==> config.mk <==
export PLATFORM = sky130hd
export DESIGN_NAME = load_store_unit_flat
export DESIGN_NICKNAME = d
export VERILOG_FILES = /design/src/rtl/load_store_unit_if.sv /design/src/rtl/load_store_unit.sv /design/src/flat_wrapper.sv
export SDC_FILE = /design/constraint.sdc
export NUM_CORES = 1
export LEC_CHECK = 0
export ABC_AREA = 1
export BUFFER_PORTS_ARGS = -buffer_cell sky130_fd_sc_hd__buf_4
export CAP_MARGIN = 10
export CORE_ASPECT_RATIO = 1.75
export CORE_UTILIZATION = 34
export CTS_CLUSTER_SIZE = 20
export DETAILED_ROUTE_END_ITERATION = 8
export GPL_ROUTABILITY_DRIVEN = 0
export PLACE_DENSITY_LB_ADDON = 0.3
export REMOVE_ABC_BUFFERS = 1
export SLEW_MARGIN = 20
export SYNTH_ARGS = -nofsm -noshare
export SYNTH_HDL_FRONTEND = slang
export SYNTH_SLANG_ARGS = --single-unit
==> constraint.sdc <==
create_clock -name clk -period 3.2 [get_ports clk]
set_input_delay 0.16 -clock clk [delete_from_list [all_inputs] [get_ports clk]]
set_output_delay 0.16 -clock clk [all_outputs]
set_load 0.01 [all_outputs]
==> src/rtl/load_store_unit_if.sv <==
`default_nettype none
// +----------------------------------------------------------------------+
// | Module      : load_store_unit_if                                     |
// | Description : Valid/ready data-memory bus between the load/store     |
// |               unit (master) and data memory (slave).                 |
// | Revision    : 1.0 - initial release                                  |
// +----------------------------------------------------------------------+
interface load_store_unit_if;
  logic        bus_req_valid;
  logic        bus_req_ready;
  logic        bus_we;
  logic [31:0] bus_addr;
  logic [31:0] bus_wdata;
  logic [3:0]  bus_wstrb;
  logic        bus_resp_valid;
  logic [31:0] bus_rdata;

  modport master (
    output bus_req_valid,
    output bus_we,
    output bus_addr,
    output bus_wdata,
    output bus_wstrb,
    input  bus_req_ready,
    input  bus_resp_valid,
    input  bus_rdata
  );

  modport slave (
    input  bus_req_valid,
    input  bus_we,
    input  bus_addr,
    input  bus_wdata,
    input  bus_wstrb,
    output bus_req_ready,
    output bus_resp_valid,
    output bus_rdata
  );
endinterface
`default_nettype wire

==> src/rtl/load_store_unit.sv <==
`default_nettype none
// +----------------------------------------------------------------------+
// | Module      : load_store_unit                                        |
// | Description : Memory-access stage. Turns the datapath's address,     |
// |               store data and load/store control into a valid/ready   |
// |               bus access, stalls the core while it is outstanding    |
// |               and returns aligned, extended load data.               |
// | Revision    : 1.0 - initial release                                  |
// +----------------------------------------------------------------------+
module load_store_unit #(
  parameter int TIMEOUT = 255
) (
  input  logic              clk,
  input  logic              reset,
  input  logic              mem_read,
  input  logic              mem_write,
  input  logic [2:0]        funct3,
  input  logic [31:0]       addr,
  input  logic [31:0]       store_data,
  output logic [31:0]       load_data,
  output logic              stall,
  output logic              misaligned,
  output logic              bus_err,
  load_store_unit_if.master bus
);

  localparam int               c_CW    = $clog2(TIMEOUT + 1);
  localparam logic [c_CW-1:0]  c_LIMIT = c_CW'(TIMEOUT - 1);

  typedef enum logic [1:0] {
    S_IDLE = 2'd0,
    S_REQ  = 2'd1,
    S_RESP = 2'd2,
    S_DONE = 2'd3
  } state_t;

  state_t            r_state;
  state_t            w_next;

  logic [31:0]       r_addr;
  logic [2:0]        r_funct3;
  logic              r_we;
  logic [31:0]       r_wdata;
  logic [3:0]        r_wstrb;
  logic [c_CW-1:0]   r_count;
  logic              r_bus_err;

  logic              w_req;
  logic              w_legal;
  logic              w_mis_cond;
  logic [31:0]       w_fmt_wdata;
  logic [3:0]        w_fmt_wstrb;
  logic [7:0]        w_byte;
  logic [15:0]       w_half;
  logic [31:0]       w_load_value;

  logic              w_latch;
  logic              w_cnt_inc;
  logic              w_set_err;
  logic              w_capture;
  logic              w_clear_load;

  assign w_req = mem_read | mem_write;

  // Decode legality, alignment and store lane formatting of the incoming request; a write wins over a read.
  always_comb begin
    w_legal     = 1'b0;
    w_mis_cond  = 1'b0;
    w_fmt_wdata = store_data;
    w_fmt_wstrb = 4'b0000;
    if (mem_write) begin
      w_legal = (funct3 == 3'b000) || (funct3 == 3'b001) || (funct3 == 3'b010);
    end else begin
      w_legal = (funct3 == 3'b000) || (funct3 == 3'b001) || (funct3 == 3'b010) ||
                (funct3 == 3'b100) || (funct3 == 3'b101);
    end
    w_mis_cond = ((funct3[1:0] == 2'b01) && addr[0]) ||
                 ((funct3[1:0] == 2'b10) && (addr[1:0] != 2'b00));
    case (funct3[1:0])
      2'b00: begin
        w_fmt_wdata = {4{store_data[7:0]}};
        w_fmt_wstrb = 4'b0001 << addr[1:0];
      end
      2'b01: begin
        w_fmt_wdata = {2{store_data[15:0]}};
        w_fmt_wstrb = 4'b0011 << {addr[1], 1'b0};
      end
      default: begin
        w_fmt_wdata = store_data;
        w_fmt_wstrb = 4'b1111;
      end
    endcase
    if (!mem_write) begin
      w_fmt_wstrb = 4'b0000;
    end
  end

  // Pick the addressed byte/halfword from the returned word and extend it.
  always_comb begin
    w_byte       = bus.bus_rdata[{r_addr[1:0], 3'b000} +: 8];
    w_half       = bus.bus_rdata[{r_addr[1], 4'b0000} +: 16];
    w_load_value = bus.bus_rdata;
    case (r_funct3)
      3'b000:  w_load_value = {{24{w_byte[7]}}, w_byte};
      3'b001:  w_load_value = {{16{w_half[15]}}, w_half};
      3'b100:  w_load_value = {24'd0, w_byte};
      3'b101:  w_load_value = {16'd0, w_half};
      default: w_load_value = bus.bus_rdata;
    endcase
  end

  // State register.
  always_ff @(posedge clk) begin
    if (reset) begin
      r_state <= S_IDLE;
    end else begin
      r_state <= w_next;
    end
  end

  // Next-state logic, core-facing handshake outputs and datapath controls.
  // A handshake in the last allowed REQ cycle still moves to RESP, which
  // then gets a single cycle for its response before being abandoned.
  always_comb begin
    w_next       = r_state;
    w_latch      = 1'b0;
    w_cnt_inc    = 1'b0;
    w_set_err    = 1'b0;
    w_capture    = 1'b0;
    w_clear_load = 1'b0;
    stall        = 1'b0;
    misaligned   = 1'b0;
    case (r_state)
      S_IDLE: begin
        if (w_req) begin
          if (!w_legal) begin
            w_next    = S_DONE;
            w_set_err = 1'b1;
            stall     = 1'b1;
          end else if (w_mis_cond) begin
            misaligned = 1'b1;
          end else begin
            w_next  = S_REQ;
            w_latch = 1'b1;
            stall   = 1'b1;
          end
        end
      end
      S_REQ: begin
        stall = 1'b1;
        if (bus.bus_req_ready) begin
          w_next    = S_RESP;
          w_cnt_inc = 1'b1;
        end else if (r_count >= c_LIMIT) begin
          w_next       = S_DONE;
          w_set_err    = 1'b1;
          w_clear_load = 1'b1;
        end else begin
          w_cnt_inc = 1'b1;
        end
      end
      S_RESP: begin
        stall = 1'b1;
        if (bus.bus_resp_valid) begin
          w_next    = S_DONE;
          w_capture = !r_we;
        end else if (r_count >= c_LIMIT) begin
          w_next       = S_DONE;
          w_set_err    = 1'b1;
          w_clear_load = 1'b1;
        end else begin
          w_cnt_inc = 1'b1;
        end
      end
      S_DONE: begin
        w_next = S_IDLE;
      end
      default: begin
        w_next = S_IDLE;
      end
    endcase
  end

  // Request capture, timeout counter, load result and error flag registers.
  always_ff @(posedge clk) begin
    if (reset) begin
      r_addr    <= 32'd0;
      r_funct3  <= 3'd0;
      r_we      <= 1'b0;
      r_wdata   <= 32'd0;
      r_wstrb   <= 4'b0000;
      r_count   <= '0;
      r_bus_err <= 1'b0;
      load_data <= 32'd0;
    end else begin
      r_bus_err <= w_set_err;
      if (w_latch) begin
        r_addr   <= addr;
        r_funct3 <= funct3;
        r_we     <= mem_write;
        r_wdata  <= w_fmt_wdata;
        r_wstrb  <= w_fmt_wstrb;
        r_count  <= '0;
      end else if (w_cnt_inc) begin
        r_count <= r_count + c_CW'(1);
      end
      if (w_clear_load) begin
        load_data <= 32'd0;
      end else if (w_capture) begin
        load_data <= w_load_value;
      end
    end
  end

  assign bus.bus_req_valid = (r_state == S_REQ);
  assign bus.bus_we        = r_we;
  assign bus.bus_addr      = {r_addr[31:2], 2'b00};
  assign bus.bus_wdata     = r_wdata;
  assign bus.bus_wstrb     = r_wstrb;
  assign bus_err           = r_bus_err;

endmodule
`default_nettype wire

==> src/flat_wrapper.sv <==
// flat-port wrapper written by rule: the top's interface ports become plain ports
module load_store_unit_flat 
#(
  parameter int TIMEOUT = 255
)
  (clk, reset, mem_read, mem_write, funct3, addr, store_data, load_data, stall, misaligned, bus_err, bus_bus_req_valid, bus_bus_we, bus_bus_addr, bus_bus_wdata, bus_bus_wstrb, bus_bus_req_ready, bus_bus_resp_valid, bus_bus_rdata);
  load_store_unit_if bus_i ();
  input  logic clk;
  input  logic reset;
  input  logic mem_read;
  input  logic mem_write;
  input  logic [2:0] funct3;
  input  logic [31:0] addr;
  input  logic [31:0] store_data;
  output logic [31:0] load_data;
  output logic stall;
  output logic misaligned;
  output logic bus_err;
  output wire logic [$bits(bus_i.bus_req_valid)-1:0] bus_bus_req_valid;
  output wire logic [$bits(bus_i.bus_we)-1:0] bus_bus_we;
  output wire logic [$bits(bus_i.bus_addr)-1:0] bus_bus_addr;
  output wire logic [$bits(bus_i.bus_wdata)-1:0] bus_bus_wdata;
  output wire logic [$bits(bus_i.bus_wstrb)-1:0] bus_bus_wstrb;
  input wire logic [$bits(bus_i.bus_req_ready)-1:0] bus_bus_req_ready;
  input wire logic [$bits(bus_i.bus_resp_valid)-1:0] bus_bus_resp_valid;
  input wire logic [$bits(bus_i.bus_rdata)-1:0] bus_bus_rdata;
  assign bus_bus_req_valid = bus_i.bus_req_valid;
  assign bus_bus_we = bus_i.bus_we;
  assign bus_bus_addr = bus_i.bus_addr;
  assign bus_bus_wdata = bus_i.bus_wdata;
  assign bus_bus_wstrb = bus_i.bus_wstrb;
  assign bus_i.bus_req_ready = bus_bus_req_ready;
  assign bus_i.bus_resp_valid = bus_bus_resp_valid;
  assign bus_i.bus_rdata = bus_bus_rdata;
  load_store_unit #(.TIMEOUT(TIMEOUT)) u_core (.clk(clk), .reset(reset), .mem_read(mem_read), .mem_write(mem_write), .funct3(funct3), .addr(addr), .store_data(store_data), .load_data(load_data), .stall(stall), .misaligned(misaligned), .bus_err(bus_err), .bus(bus_i));
endmodule
==> run_results.csv, run 1 <==
group,metric,value,unit
power_and_ir_drop,p_leak,3.693,nW
global_route,grt_max_degree,65,
timing,tns,0,ns
timing,skew,0.01142,ns
synth,synth_common_cells,"nand2_1, nor2_1, dfxtp_1",
outcome,status,"completed",
clock_tree,numCtsBuffers,17,
clock_tree,ctsLongestPathBuffers,2,
synth,yosysMostFrequentCell,"nand2_1",
timing,period_share,67.52,%
die,core_region_area,16520,µm²
synth,synth.distinct_cells,31,
global_route,track_usage,20.28,%
synth,yosysSeqAreaShare,39.70,%
timing,grt_setup_unrepaired,"false",
worst_setup_path,cp_max_fo,64,
synth,synthArstFlopShare,0,%
clock_tree,htreeDepth,4,
detailed_routing,drc,0,
timing,fin_hold_ws,0.01442,ns
clock_tree,clk_latency,0.41,ns
die,die_h,174.8,µm
die,die-area,17600,µm²
synth,yosysTopAreaCell,"dfxtp_1",
synth,synth_edf_count,0,
synth,synth_area,5799,µm²
synth,syn_avg_cell_area,6.847,µm²
global_route,grtUsageMet1,20.78,%
global_route,grt_pass1_vias,5878,
global_route,grt_pass1_wl,28030,µm
cells_and_area,area_growth,38.77,%
detailed_routing,first_pass_iters,4,
hold_path,hold_path_class,"primary input to register",
worst_setup_path,critPathLaunchType,"register",
die,start_util,35.10,%
worst_setup_path,critPathMostFrequentCell,"nand2_1",
synth,synth_warnings,0,
worst_setup_path,crit_type,"register to register",
flow_run,cap_violations,0,
clock_tree,cts_tree,"yes",
global_route,use_met2,37.64,%
worst_setup_path,critical-path-top-delay-family,"simple AND/OR/NAND/NOR gates",
worst_setup_path,worst_ep_arrival_time,2.50,ns
worst_setup_path,end_kind,"register",
timing,worst_pin_slew,0.8903,ns
global_route,gr-total-overflow,0,
synth,synthesis.instances,847,
global_route,met3_usage,4.560,%
global_route,top_usage_layer,"met2",
synth,ys_ff_latch,115,
place,hpwlAfterDp,12530,µm
detailed_routing,vias_per_cell,4.789,
timing,slew_headroom,40.58,%
timing,finalSetupViolCount,0,
cells_and_area,nNetsFinal,1137,
detailed_routing,first_iter_violations,240,
synth,synth-main-ff-cell,"dfxtp_1",
timing,slew_violations,0,
detailed_routing,wl_per_cell,14.08,µm
die,num_rows,62,
place,io_buffers,207,
worst_setup_path,crit_buf_inv,2,
global_route,antenna_found_initial,0,
detailed_routing,routed_wirelength,17780,µm
synth,synth.area.top_cells,"dfxtp_1, nand2_1, nor2_1, o211ai_1, o21ai_0",
timing,hold_viol,0,
detailed_routing,postRouteAntennaNets,0,
clock_tree,cts_resized,0,
cells_and_area,final_layout_size_suffix_gt1_share,25.12,%
die,die_x,100.7,µm
detailed_routing,vias,6049,
clock_tree,cts-root-buf,"clkbuf_16",
timing,max_freq,462.8,MHz
clock_tree,cts.sinks,115,
synth,synth_top_area_share,39.70,%
die,io_pins,210,
power_and_ir_drop,finalPower,5.039,mW
cells_and_area,antenna_cells,0,
worst_setup_path,crit_chain,"inv_1, ha_1, nand2_1, nor2_2, nand2_4, inv_4, nand2_1, a21oi_1",
power_and_ir_drop,vdd_drop_max,311.8,µV
timing,fin_crit,2.161,ns
worst_setup_path,cp.required,3.53,ns
worst_setup_path,crit_slowest_cell,"inv_4",
worst_setup_path,max_stage_delay,0.58,ns
clock_tree,clk_pin_slew,0.06,ns
power_and_ir_drop,p_per_area,626.2,nW/µm²
## stage by stage
stage | cell area, µm² | setup slack [ns] | cells | util, %
floorplan | 5294 | 0.3048 | 769 | -
global placement | 7187 | 1.113 | 1207 | 43.50
detailed placement | 7187 | 1.029 | 1207 | 43.50
CTS | 8048 | 1.012 | 1263 | 48.71
global route | 8048 | 0.7661 | 1263 | 48.71
finish | 8048 | 1.039 | 1263 | 48.71
## worst register-to-register path, delay by kind of cell, from the launching register on
kind	cells	cell delay, ns
simple gates	4	0.70
buf+inv	2	0.68
flops	1	0.35
compound gates	1	0.16
fa+ha+maj	1	0.21
## logic make-up after synthesis
| logic type | share of synthesized area [%] |
|---|---|
| other | 0.06466 |
| buffers and inverters | 11.93 |
| AND/OR/NAND/NOR | 28.22 |
| XOR/XNOR | 0.9061 |
| AO/OA/AOI/OAI | 17.89 |
| adder cells (fa/ha/maj) | 1.294 |
| flip-flops | 39.70 |
## power by group
part           switching [mW]  internal (mW)  total [mW]
Clock                   0.751           1.25        2.00
Sequential              0.115           1.62        1.73
Combinational           0.749          0.558        1.31
Total                    1.61           3.42        5.04
## final cells by class
cell class                      instances  area [µm²]
Fill cell                            1770        8476
Multi-Input combinational cell        606        2815
Sequential cell                       115        2302
Timing Repair Buffer                  238        1847
Clock buffer                           17       425.4
Tap cell                              224       280.3
Clock inverter                         15       195.2
Inverter                               48       182.7
## registers in the layout, indices dropped and copies added, names as in the netlist
register and cells:
u_core.bus.bus_we 1, u_core.bus.bus_wdata 32, u_core.bus.bus_wstrb 4, u_core.r_count 8, u_core.r_funct3 3, u_core.load_data 32
u_core.r_state 2, u_core.r_addr 32, u_core.bus_err 1
## metal layers
layer	part of all wire, %	wire [µm]	vias up
met4	3.2	577	0
met1	40	7056	2774
li1	-	-	3072
met2	52	9208	174
met3	5.3	934	29
met5	0	0	-
## worst paths after layout
check                           start                  endpoint  slack, ns  cells past startpoint
max                 u_core.r_state[1]   u_core.bus.bus_wdata[5]       1.04                      8
max reg2reg         u_core.r_state[1]   u_core.bus.bus_wdata[5]       1.04                      8
min                           addr[4]          u_core.r_addr[4]       0.01                      3
min reg2reg  u_core.bus.bus_wdata[29]  u_core.bus.bus_wdata[29]       0.47                      2
## layout by cell type (no fill, tap or decap), drive strengths merged
master	Yosys	routed
a21oi	59	59
buf	55	214
bufinv	0	3
clkbuf	24	17
clkinv	0	4
clkinvlp	0	1
conb	1	2
dfxtp	115	115
dlygate4sd3	0	24
ha	6	6
inv	48	55
nand2	203	203
nand3	38	38
nand3b	1	1
nand4	2	2
nor2	160	160
nor3	2	2
o211ai	42	42
o21a	1	1
o21ai	83	83
or2	1	1
xnor2	4	4
xor2	2	2
## repair_timing
action	4_1_cts	5_1_grt
hold endpoints to repair	24	0
buffers inserted	0	0
hold buffers	24	0
No activity file was read; power rests on OpenSTA's default activity.
==> run 2: changes to the inputs <==
- clock period: 3.2 -> 1.9 ns (I/O delays scaled with it)
==> run 2 against run 1 <==
  * Die area is the same
  * Clock power rose by 57%
  * Worst hold slack improved by 0.015 ns
  * Flip-flop and latch count stayed put
  * Critical path depth decreased by 1
  * Clock skew is 0.00053 ns higher
  * Power rose by 67%
  * Via count grew 1.4%
  * First-iteration DRC count shrank 30%
  * Global-route usage rose by 0.38 points
==> run_results.csv, run 2 (synthesis gave the netlist of run 1 again) <==
group,metric,value,unit
outcome,status,"completed",
timing,finalSetupViolCount,0,
timing,grt_setup_unrepaired,"false",
hold_path,hold_path_class,"primary input to register",
die,die_x,100.7,µm
clock_tree,cts_resized,0,
global_route,track_usage,20.66,%
worst_setup_path,reg2reg_slack,0.23,ns
global_route,antenna_found_initial,0,
detailed_routing,routed_wirelength,17920,µm
die,die_h,174.8,µm
place,hpwlAfterDp,12640,µm
detailed_routing,wl_per_cell,13.79,µm
cells_and_area,final_cells,1299,
global_route,grt_pass1_wl,28550,µm
place,dp.cells,1224,
power_and_ir_drop,p_per_area,1002,nW/µm²
global_route,grt_pass1_vias,5935,
power_and_ir_drop,p_leak,3.858,nW
power_and_ir_drop,finalPower,8.430,mW
cells_and_area,antenna_cells,0,
timing,fin_crit,1.668,ns
clock_tree,clk_pin_slew,0.06,ns
clock_tree,cts_tree,"yes",
cells_and_area,layout_commonest_cell,"buf_4",
die,start_util,35.10,%
clock_tree,numCtsBuffers,17,
clock_tree,htreeDepth,4,
timing,tns,0,ns
detailed_routing,vias_per_cell,4.720,
timing,slew_violations,0,
global_route,grt_max_degree,51,
timing,hold_viol,0,
power_and_ir_drop,vdd_drop_max,600.1,µV
worst_setup_path,crit_type,"register to register",
timing,period_share,87.81,%
timing,worst_pin_slew,0.5298,ns
detailed_routing,vias,6131,
clock_tree,cts-root-buf,"clkbuf_16",
cells_and_area,fillers,1660,
die,core_region_area,16520,µm²
cells_and_area,area_growth,45.11,%
clock_tree,cts_setup_buffers,0,
worst_setup_path,end_kind,"register",
die,die-area,17600,µm²
clock_tree,clk_latency,0.41,ns
timing,slew_headroom,64.64,%
cells_and_area,seqCellArea,2302,µm²
worst_setup_path,critPathLaunchType,"register",
worst_setup_path,worst_ep_arrival_time,2.00,ns
worst_setup_path,cp_max_fo,15,
detailed_routing,drc,0,
flow_run,cap_violations,0,
cells_and_area,final_layout_size_suffix_gt1_share,25.86,%
detailed_routing,first_pass_iters,4,
detailed_routing,first_iter_violations,168,
cells_and_area,nNetsFinal,1173,
clock_tree,cts.sinks,115,
cells_and_area,multi_input_area,2815,µm²
die,io_pins,210,
global_route,gr-total-overflow,0,
detailed_routing,postRouteAntennaNets,0,
place,io_buffers,207,
timing,skew,0.01195,ns
die,num_rows,62,
cells_and_area,final_cell_mix,"buf_4, nand2_1, nor2_1, dfxtp_1, o21ai_0",
timing,max_freq,599.4,MHz
worst_setup_path,cp.required,2.23,ns
clock_tree,ctsLongestPathBuffers,2,
run 2: cell types whose count changed in the layout (fill, tap and decap cells not counted):
cell / previous run / this run
clkinvlp_4: 1 / 4
buf_4: 214 / 224
buf_12: 0 / 7
inv_6: 5 / 3
inv_8: 2 / 0
bufinv_16: 3 / 2
clkinv_2: 1 / 3
dlygate4sd3_1: 24 / 43
run 2: where the power goes:
part | internal (mW) | switching [mW]
clock | 1.94 | 1.22
combinational | 1.07 | 1.30
sequential | 2.72 | 0.185
total | 5.73 | 2.70
run 2: area by class of cell:
type	count	share of cell area, %
sequential	115	27.36
clock inverter	15	1.873
clock buffer	17	5.055
inverter	48	2.171
timing repair buffer	274	26.76
multi-input combinational	606	33.45
tap	224	3.330
run 2: path summary, 6_finish.rpt:
path	end	from	depth (start not counted)
worst min register to register	u_core.bus.bus_wdata[7]	u_core.bus.bus_wdata[7]	2
worst max-delay path	u_core.load_data[14]	u_core.r_state[0]	7
worst min-delay path	u_core.load_data[1]	bus_bus_rdata[1]	5
worst max register to register	u_core.load_data[14]	u_core.r_state[0]	7
run 2: routing by layer:
metal / up-vias / wire, µm / global-route usage [%]
li1: 3153 / - / -
met1: 2756 / 7018 / 22.34
met5: - / 0 / 0
met3: 29 / 1006 / 4.600
met2: 193 / 9402 / 37.64
met4: 0 / 488 / 9.118
run 2: critical path, stage by stage (launching register included):
cell     delay [ns]
dfxtp_1        0.38
inv_1          0.09
ha_1           0.21
inv_1          0.14
nor3_4         0.07
inv_1          0.40
nor2_1         0.15
a21oi_1        0.16
run 2: per-stage QoR:
stage          instance area [µm²]  hold slack (ns)  util [%]  worst slack (ns)
6_report                      8416          0.02917     50.93            0.2316
5_1_grt                       8416          0.01179     50.93           0.01414
4_1_cts                       8416         0.005511     50.93            0.2258
3_5_place_dp                  7402           0.3387     44.80            0.2429
3_3_place_gp                  7402           0.3290     44.80            0.2691
2_1_floorplan                 5294           0.1641         -           -0.9952
run 2: repair_timing:
item / CTS / global route
endpoints found under the hold margin: 43 / 0
hold buffers: 43 / 0
endpoints found under the setup margin: 0 / 0
